$ cat src/rtl/fetch_ctrl_pkg.sv
// Shared types for the fetch-stage pipeline sequencer: state encoding,
// default address width and the redirect alignment check.
package fetch_ctrl_pkg;

   localparam int MEM_ADDR_WIDTH = 32;

   typedef enum logic [1:0] {
      FC_RUN    = 2'd0,
      FC_STALL  = 2'd1,
      FC_DRAIN  = 2'd2,
      FC_HALTED = 2'd3
   } fc_state_e;

   function automatic logic tgt_misaligned(input logic [1:0] tgt_lsb);
      return tgt_lsb != 2'b00;
   endfunction

endpackage

$ cat src/rtl/fetch_ctrl_sat_counter.sv
// Saturating up-counter: counts inc pulses and holds once it reaches all-ones.
module sat_counter #(
   parameter int WIDTH = 16
) (
   input  logic             clk,
   input  logic             rst_n,
   input  logic             inc,
   output logic [WIDTH-1:0] count
);

   always_ff @(posedge clk) begin
      if (!rst_n)
         count <= '0;
      else if (inc && (count != {WIDTH{1'b1}}))
         count <= count + 1'b1;
   end

endmodule

$ cat src/rtl/fetch_ctrl.sv
// Fetch-stage sequencer: arbitrates redirect, load-use stall and halt, and
// drives PC/IF-ID/ID-EX controls combinationally from state and inputs.
module fetch_ctrl
   import fetch_ctrl_pkg::*;
#(
   parameter int ADDR_WIDTH   = MEM_ADDR_WIDTH,
   parameter int LU_STALL     = 1,
   parameter int DRAIN_CYCLES = 3,
   parameter int CNT_WIDTH    = 16
) (
   input  logic                  clk,
   input  logic                  rst_n,
   input  logic                  br_taken,
   input  logic [ADDR_WIDTH-1:0] br_tgt,
   input  logic                  lu_hazard,
   input  logic                  halt_req,
   input  logic                  resume,
   output logic                  pc_en,
   output logic                  stall_en,
   output logic                  jmp_bch_en,
   output logic [ADDR_WIDTH-1:0] jmp_bch_tgt,
   output logic                  ifid_en,
   output logic                  idex_flush,
   output logic                  halted,
   output logic                  misalign_err,
   output logic [CNT_WIDTH-1:0]  stall_cnt,
   output logic [CNT_WIDTH-1:0]  flush_cnt,
   output fc_state_e             state_dbg
);

   localparam logic [2:0] LU_LOAD    = 3'(LU_STALL - 1);
   localparam logic [2:0] DRAIN_LOAD = 3'(DRAIN_CYCLES);

   fc_state_e  state;
   logic [2:0] cnt;
   logic       redirect;
   logic       freeze;

   assign state_dbg = state;

   // HALTED ignores every event source, including redirects.
   assign redirect = rst_n && br_taken && (state != FC_HALTED);
   assign freeze   = rst_n && !br_taken &&
                     (((state == FC_RUN) && lu_hazard) || (state == FC_STALL));

   always_ff @(posedge clk) begin
      if (!rst_n) begin
         state        <= FC_RUN;
         cnt          <= '0;
         misalign_err <= 1'b0;
      end else begin
         if (redirect && tgt_misaligned(br_tgt[1:0]))
            misalign_err <= 1'b1;
         case (state)
            FC_RUN: begin
               if (br_taken) begin
                  cnt <= '0;
               end else if (lu_hazard) begin
                  if (LU_STALL > 1) begin
                     state <= FC_STALL;
                     cnt   <= LU_LOAD;
                  end
               end else if (halt_req) begin
                  state <= FC_DRAIN;
                  cnt   <= DRAIN_LOAD;
               end
            end
            FC_STALL, FC_DRAIN: begin
               if (br_taken) begin
                  state <= FC_RUN;
                  cnt   <= '0;
               end else if (cnt <= 3'd1) begin
                  state <= (state == FC_STALL) ? FC_RUN : FC_HALTED;
                  cnt   <= '0;
               end else begin
                  cnt <= cnt - 3'd1;
               end
            end
            FC_HALTED: begin
               if (resume)
                  state <= FC_RUN;
            end
            default: begin
               state <= FC_RUN;
               cnt   <= '0;
            end
         endcase
      end
   end

   always_comb begin
      pc_en      = 1'b1;
      stall_en   = 1'b0;
      ifid_en    = 1'b1;
      idex_flush = 1'b0;
      jmp_bch_en = 1'b0;
      halted     = 1'b0;
      if (!rst_n) begin
         pc_en      = 1'b0;
         stall_en   = 1'b1;
         ifid_en    = 1'b0;
         idex_flush = 1'b1;
      end else if (redirect) begin
         // Squash the wrong-path fetch and the wrong-path ID instruction.
         jmp_bch_en = 1'b1;
         stall_en   = 1'b1;
         idex_flush = 1'b1;
      end else if (freeze) begin
         pc_en      = 1'b0;
         ifid_en    = 1'b0;
         idex_flush = 1'b1;
      end else if (state == FC_DRAIN) begin
         pc_en      = 1'b0;
         stall_en   = 1'b1;
         idex_flush = 1'b1;
      end else if (state == FC_HALTED) begin
         pc_en      = 1'b0;
         stall_en   = 1'b1;
         ifid_en    = 1'b0;
         idex_flush = 1'b1;
         halted     = 1'b1;
      end
   end

   assign jmp_bch_tgt = jmp_bch_en ? br_tgt : '0;

   sat_counter #(.WIDTH(CNT_WIDTH)) u_stall_cnt (
      .clk   (clk),
      .rst_n (rst_n),
      .inc   (freeze),
      .count (stall_cnt)
   );

   sat_counter #(.WIDTH(CNT_WIDTH)) u_flush_cnt (
      .clk   (clk),
      .rst_n (rst_n),
      .inc   (redirect),
      .count (flush_cnt)
   );

endmodule

$ cat config.mk
export PLATFORM = sky130hd
export DESIGN_NAME = fetch_ctrl
export DESIGN_NICKNAME = d
export VERILOG_FILES = /design/src/rtl/fetch_ctrl_pkg.sv /design/src/rtl/fetch_ctrl_sat_counter.sv /design/src/rtl/fetch_ctrl.sv
export SDC_FILE = /design/constraint.sdc
export NUM_CORES = 1
export LEC_CHECK = 0
export ABC_AREA = 1
export BUFFER_PORTS_ARGS = -buffer_cell sky130_fd_sc_hd__buf_2
export CELL_PAD_IN_SITES_DETAIL_PLACEMENT = 0
export CELL_PAD_IN_SITES_GLOBAL_PLACEMENT = 1
export CORE_ASPECT_RATIO = 0.8
export CORE_UTILIZATION = 35
export CTS_CLUSTER_SIZE = 30
export DETAILED_ROUTE_END_ITERATION = 8
export PLACE_DENSITY_LB_ADDON = 0.1
export SYNTH_ARGS = -nofsm -noshare
export SYNTH_HDL_FRONTEND = slang
export SYNTH_HIERARCHICAL = 1
export SYNTH_SLANG_ARGS = --single-unit
$ cat constraint.sdc
create_clock -name clk -period 3.86 [get_ports clk]
set_input_delay 0.193 -clock clk [delete_from_list [all_inputs] [get_ports clk]]
set_output_delay 0.193 -clock clk [all_outputs]
set_load 0.005 [all_outputs]
* After elaboration in Yosys (flattened, before gate mapping)
Index checks and enable logic that the tools add are counted.
Word-level totals: logic and storage cells 76, output and inout bits 73, flip-flop bits (word level) 38, input port bits 38
Operators by class: reduce and logical (&&, ||, !) cells 16, add/sub/neg operators 3, equality and inequality tests 13, magnitude comparators 1, mux-type cells 38
Operator list (count):
- 16-bit by 1-bit adder with 16-bit output, second input constant | 2
- 32-bit two-way mux | 1
- 16-bit != test, second input constant | 2
- 1-bit two-way mux | 23
- 3-bit two-way mux | 5
- 2-bit two-way mux | 7
- 2-bit != test, second input constant | 5
- 3-bit != test, second input constant | 3
- 1-bit logical AND | 8
- 2-bit one-hot mux with 3 select lines | 1
- 3-bit one-hot mux with 2 select lines | 1
- 5-bit AND reduction | 1
- 2-bit == test, second input constant | 2
- 2-bit nonzero test | 2
- 3-bit by 1-bit less-or-equal comparator with 1-bit output, second input constant | 1
- 3-bit AND reduction | 1
- 3-bit by 1-bit subtractor with 3-bit output, second input constant | 1
- 2-bit by 1-bit == test with 1-bit output, second input constant | 1
- 2-bit zero test | 1
- 2-bit OR reduction | 1
- 1-bit zero test | 1
- 1-bit logical OR | 1

* Longest topological paths before layout
depth after elaboration 7, depth in mapped cells 14

* Cells and area by module
Netlist, hierarchy kept.
By module, submodules not included:
- sat_counter | area an instance 996.0 µm², instances 2, seq. area each 320.3 µm², cells each 149
- fetch_ctrl | area an instance 837.1 µm², instances 1, seq. area each 120.1 µm², cells each 160

* Worst setup path before layout
No wires, ideal clock.
path type register to register, from reg state[0] (netlist: state_dbg[0]), to reg u_stall_cnt.count[13], stages on the path, launching flop included 14, period minus slack after synthesis 1789 ps, library setup time 115 ps, path slack 2071 ps, arrival time 1674 ps, cells stage by stage dfxtp_1 -> inv_1 -> ha_1 -> nand2_1 -> nand2_1 -> nand2_1 -> nor2_1 -> buf_4 -> nand3_1 -> or2_0 -> nor2_1 -> nand3_1 -> nand2_1 -> nor2_1
Between the ends: longest elaborated chain between the ends 5, elaborated cells on any way between the ends 6
Ends and longest elaborated chain:
- from (decl) | line fetch_ctrl.sv:34 | fc_state_e state;
- from (signal assigned) | line fetch_ctrl.sv:73 | state <= (state == FC_STALL) ? FC_RUN : FC_HALTED;
- 2-bit zero test | line fetch_ctrl.sv:44 | (((state == FC_RUN) && lu_hazard) || (state == FC_STALL));
- 1-bit logical AND | line fetch_ctrl.sv:44
- 1-bit logical OR * | line fetch_ctrl.sv:44
- 1-bit logical AND * | line fetch_ctrl.sv:43 | assign freeze = rst_n && !br_taken &&
- net freeze | line fetch_ctrl.sv:37 | logic freeze;
- 1-bit logical AND * | line fetch_ctrl_sat_counter.sv:14 | else if (inc && (count != {WIDTH{1'b1}}))
- to (signal assigned) | line fetch_ctrl_sat_counter.sv:15 | count <= count + 1'b1;
- to (decl) | line fetch_ctrl_sat_counter.sv:8 | output logic [WIDTH-1:0] count
The timed path passes the listed nets; every way through them passes the cells marked *. A chain may end at the register's enable or synchronous reset.

* Worst setup path after layout
from reg state[0] (netlist: state_dbg[0]), to out jmp_bch_tgt[24]
Between the ends: longest elaborated chain between the ends 5
Ends and longest elaborated chain:
- 2-bit != test | line fetch_ctrl.sv:42 | assign redirect = rst_n && br_taken && (state != FC_HALTED);
- 1-bit logical AND | line fetch_ctrl.sv:42
- net redirect | line fetch_ctrl.sv:36 | logic redirect;
- 1-bit two-way mux | line fetch_ctrl.sv:103 | end else if (redirect) begin
- 1-bit two-way mux | line fetch_ctrl.sv:98 | if (!rst_n) begin
- 32-bit two-way mux | line fetch_ctrl.sv:125 | assign jmp_bch_tgt = jmp_bch_en ? br_tgt : '0;
- to (decl) | line fetch_ctrl.sv:21 | output logic [ADDR_WIDTH-1:0] jmp_bch_tgt,
The timed path passes the listed nets, and every way through them passes these cells.

==> flow_summary.json <==
{
  "outcome": "completed",
  "clk_latency_ns": 0.29,
  "drtAntennaViolNets": 0,
  "wl_per_cell_um": 11.0,
  "relSlewSlack_pct": 56.6,
  "syn_to_final_growth_pct": 22.5,
  "path_class": "flip-flop to primary output",
  "synthCells": 458,
  "syn_area_sq_um": 2830,
  "clkPwrFrac_pct": 23.0,
  "track_usage_pct": 18.2,
  "crit_family": "simple AND/OR/NAND/NOR gates",
  "clock-sinks": 38,
  "crit_buf_inv": 2,
  "start_util_pct": 37.2,
  "synth.yosys.seq_area_share_pct": 26.9,
  "drive_above_1_share_pct": 28.7,
  "reg2reg_to": "u_stall_cnt/count[14]",
  "p_seq_share_pct": 39.1,
  "antenna_found_initial": 0,
  "die_y_um": 82.4,
  "top_usage_layer": "met2",
  "fin_crit_sh_pct": 60.6,
  "worstPathRequired_ns": 3.67,
  "slowest_stage": "nor3_4",
  "grt_util_met1_pct": 23.2,
  "crit_path_max_incr_delay_ns": 0.50,
  "p_per_area_nw_per_um2": 334,
  "portBuffers": 110,
  "io_pins": 111,
  "fin_util_pct": 45.6,
  "die_x_um": 103,
  "r2r-start": "state_dbg[0]",
  "synth-seq-cells": 38,
  "firstDrtPassIters": 5,
  "cp.depth": 5,
  "die_area_sq_um": 8450,
  "grt_pass1_vias": 2665,
  "p_leak_nw": 1.93,
  "setup.worst_path.end": "jmp_bch_tgt[24]",
  "yosysTopAreaCellShare_pct": 26.9,
  "drt_iter0_drc": 111,
  "fmax_ghz": 0.427,
  "place.gp.congestion": 0.813,
  "root_buffer": "clkbuf_8",
  "cap_violations": 0,
  "post-route-drc-count": 0,
  "syn_nets": 505,
  "place_inst": 663,
  "rsz0062_at_grt": "no",
  "ys_warn_count": 6,
  "tritoncts.num_buffers": 5,
  "tns_ns": 0,
  "setup_violations": 0,
  "hold_viol": 0,
  "ir_drop_v": 0.000145,
  "h-tree-depth": 2,
  "critPathMaxFanout": 33,
  "overflow": 0,
  "slew_violations": 0,
  "skew_ns": 0.00970,
  "finalNetCount": 612,
  "n_antenna_cell": 0,
  "synth.distinct_cells": 24,
  "reg2reg_slack_ns": 1.59,
  "cts_tree": "yes",
  "r2r_cells": 13,
  "instances_no_fill": 670,
  "grt_max_degree": 34,
  "synth_area_leader_cell": "dfxtp_1",
  "wl_um": 7350,
  "sw_frac_of_total_pct": 38.4,
  "syn_avg_cell_area_sq_um": 6.18,
  "hold_buffers": 0,
  "coreArea_sq_um": 7600,
  "crit_path_start_kind": "flip-flop",
  "total_power_mw": 1.16,
  "grt_pass1_wl_um": 11900,
  "dr_total_vias": 3007,
  "worst_pin_slew_ns": 0.648,
  "cts_buffer_depth": 2,
  "power.internal_uw": 714,
  "synth_area_leaders": "dfxtp_1, nor2_1, nand2_1",
  "arrival_ns": 2.15,
  "met3_usage_pct": 3.70,
  "fp-row-count": 28,
  "worstHoldPathType": "primary input to flip-flop",
  "cts_setup_buffers": 0,
  "min_period_ns": 2.34,
  "switching_power_uw": 445,
  "critPathLaunch": "state_dbg[0]",
  "clkTransAtPathRegs_ns": 0.07,
  "end_kind": "primary output",
  "avgViaCountPerCell": 4.49,
  "cts_resized": 0,
  "cp_cell_sequence": "ha_1 > nor3_4 > inv_2 > nor2_1 > buf_2",
  "use_met2_pct": 31.4,
  "p_comb_share_pct": 37.8,
  "hpwl_um": 5870
}
kinds of logic (layout without fill, tap and decap cells):
logic type | after synthesis | after routing | share of synthesized area [%]
and+or+nand+nor | 309 | 309 | 51.3
buffers and inverters | 79 | 186 | 13.7
DFF | 38 | 38 | 26.9
AOI/OAI and AO/OA | 23 | 23 | 4.16
adders and majority gates | 9 | 9 | 3.98
worst min-delay path by stage:
| stage | cells past startpoint | slack, ns | endpoint | startpoint |
|---|---|---|---|---|
| after floorplan | 2 | 0.38 | misalign_err | br_tgt[0] |
| after global placement | 2 | 0.45 | misalign_err | misalign_err |
| after detailed placement | 2 | 0.45 | misalign_err | misalign_err |
| after CTS | 3 | 0.23 | misalign_err | br_tgt[0] |
| after global routing | 3 | 0.27 | misalign_err | br_tgt[0] |
| final | 3 | 0.24 | misalign_err | br_tgt[0] |
layout make-up:
type	count	area (sq um)
fill	863	4140
multi-input combinational	341	1680
sequential	38	761
timing repair buffer	111	558
inverter	68	255
tap	105	131
clock buffer	5	68.8
clock inverter	2	10.0
worst reg2reg max path: stages, from the launching register on:
cell     delay, ns
dfxtp_1       0.37
inv_1         0.11
ha_1          0.22
nand2_1       0.09
nand2_1       0.06
nand2_1       0.07
nor2_1        0.52
nand2_1       0.20
inv_1         0.11
nand3_1       0.10
nor2_1        0.14
nand3_1       0.08
nand2_1       0.06
nor2_1        0.04
state kept, by name, indices dropped and copies added, names as in the netlist:
register / flops
cnt: 3
u_stall_cnt/count: 16
misalign_err: 1
u_flush_cnt/count: 16
state_dbg: 2
power groups by stage:
stage	combinational, mW	clock (mW)	sequential, mW
after floorplan	0.325	0	0.458
after global placement	0.440	0	0.458
after detailed placement	0.440	0	0.462
after CTS	0.444	0.279	0.453
after global routing	0.507	0.297	0.459
final	0.438	0.267	0.453
per-stage QoR:
step | setup WS (ns) | hold slack, ns | instance area (sq um)
floorplan | 2.07 | 0.381 | 2830
global placement | 1.71 | 0.449 | 3390
detailed placement | 1.59 | 0.449 | 3390
CTS | 1.49 | 0.226 | 3470
global route | 1.31 | 0.268 | 3470
finish | 1.52 | 0.238 | 3470
routing by layer:
| layer | vias up | part of all wire, % |
|---|---|---|
| met5 | - | 0 |
| met4 | 0 | 0.46 |
| met3 | 4 | 4.7 |
| met2 | 88 | 47 |
| met1 | 1311 | 47 |
| li1 | 1604 | - |
Yosys cell counts:
| master | instances |
|---|---|
| nor2_1 | 115 |
| nand2_1 | 108 |
| inv_1 | 65 |
| dfxtp_1 | 38 |
| nand3_1 | 31 |
| a21oi_1 | 20 |
| nor2_2 | 14 |
| nor2_4 | 10 |
| ha_1 | 9 |
| nand2_2 | 8 |
| nand4_1 | 8 |
| buf_4 | 4 |
| nand2_4 | 4 |
| nor3_1 | 4 |
| buf_6 | 3 |
| inv_2 | 3 |
| buf_12 | 2 |
| clkbuf_8 | 2 |
| nand4_2 | 2 |
| nor2_8 | 2 |
| o21ai_0 | 2 |
| or2_0 | 2 |
| nor3_4 | 1 |
| o211ai_1 | 1 |
placed cells by master (no fill, tap or decap), drive strengths merged:
cell type  netlist  layout
a21oi           20      20
buf              9     111
clkbuf           2       5
clkinv           0       2
dfxtp           38      38
ha               9       9
inv             68      68
nand2          120     120
nand3           31      31
nand4           10      10
nor2           141     141
nor3             5       5
o211ai           1       1
o21ai            2       2
or2              2       2
Note: power is estimated with default switching activity, not from simulation.
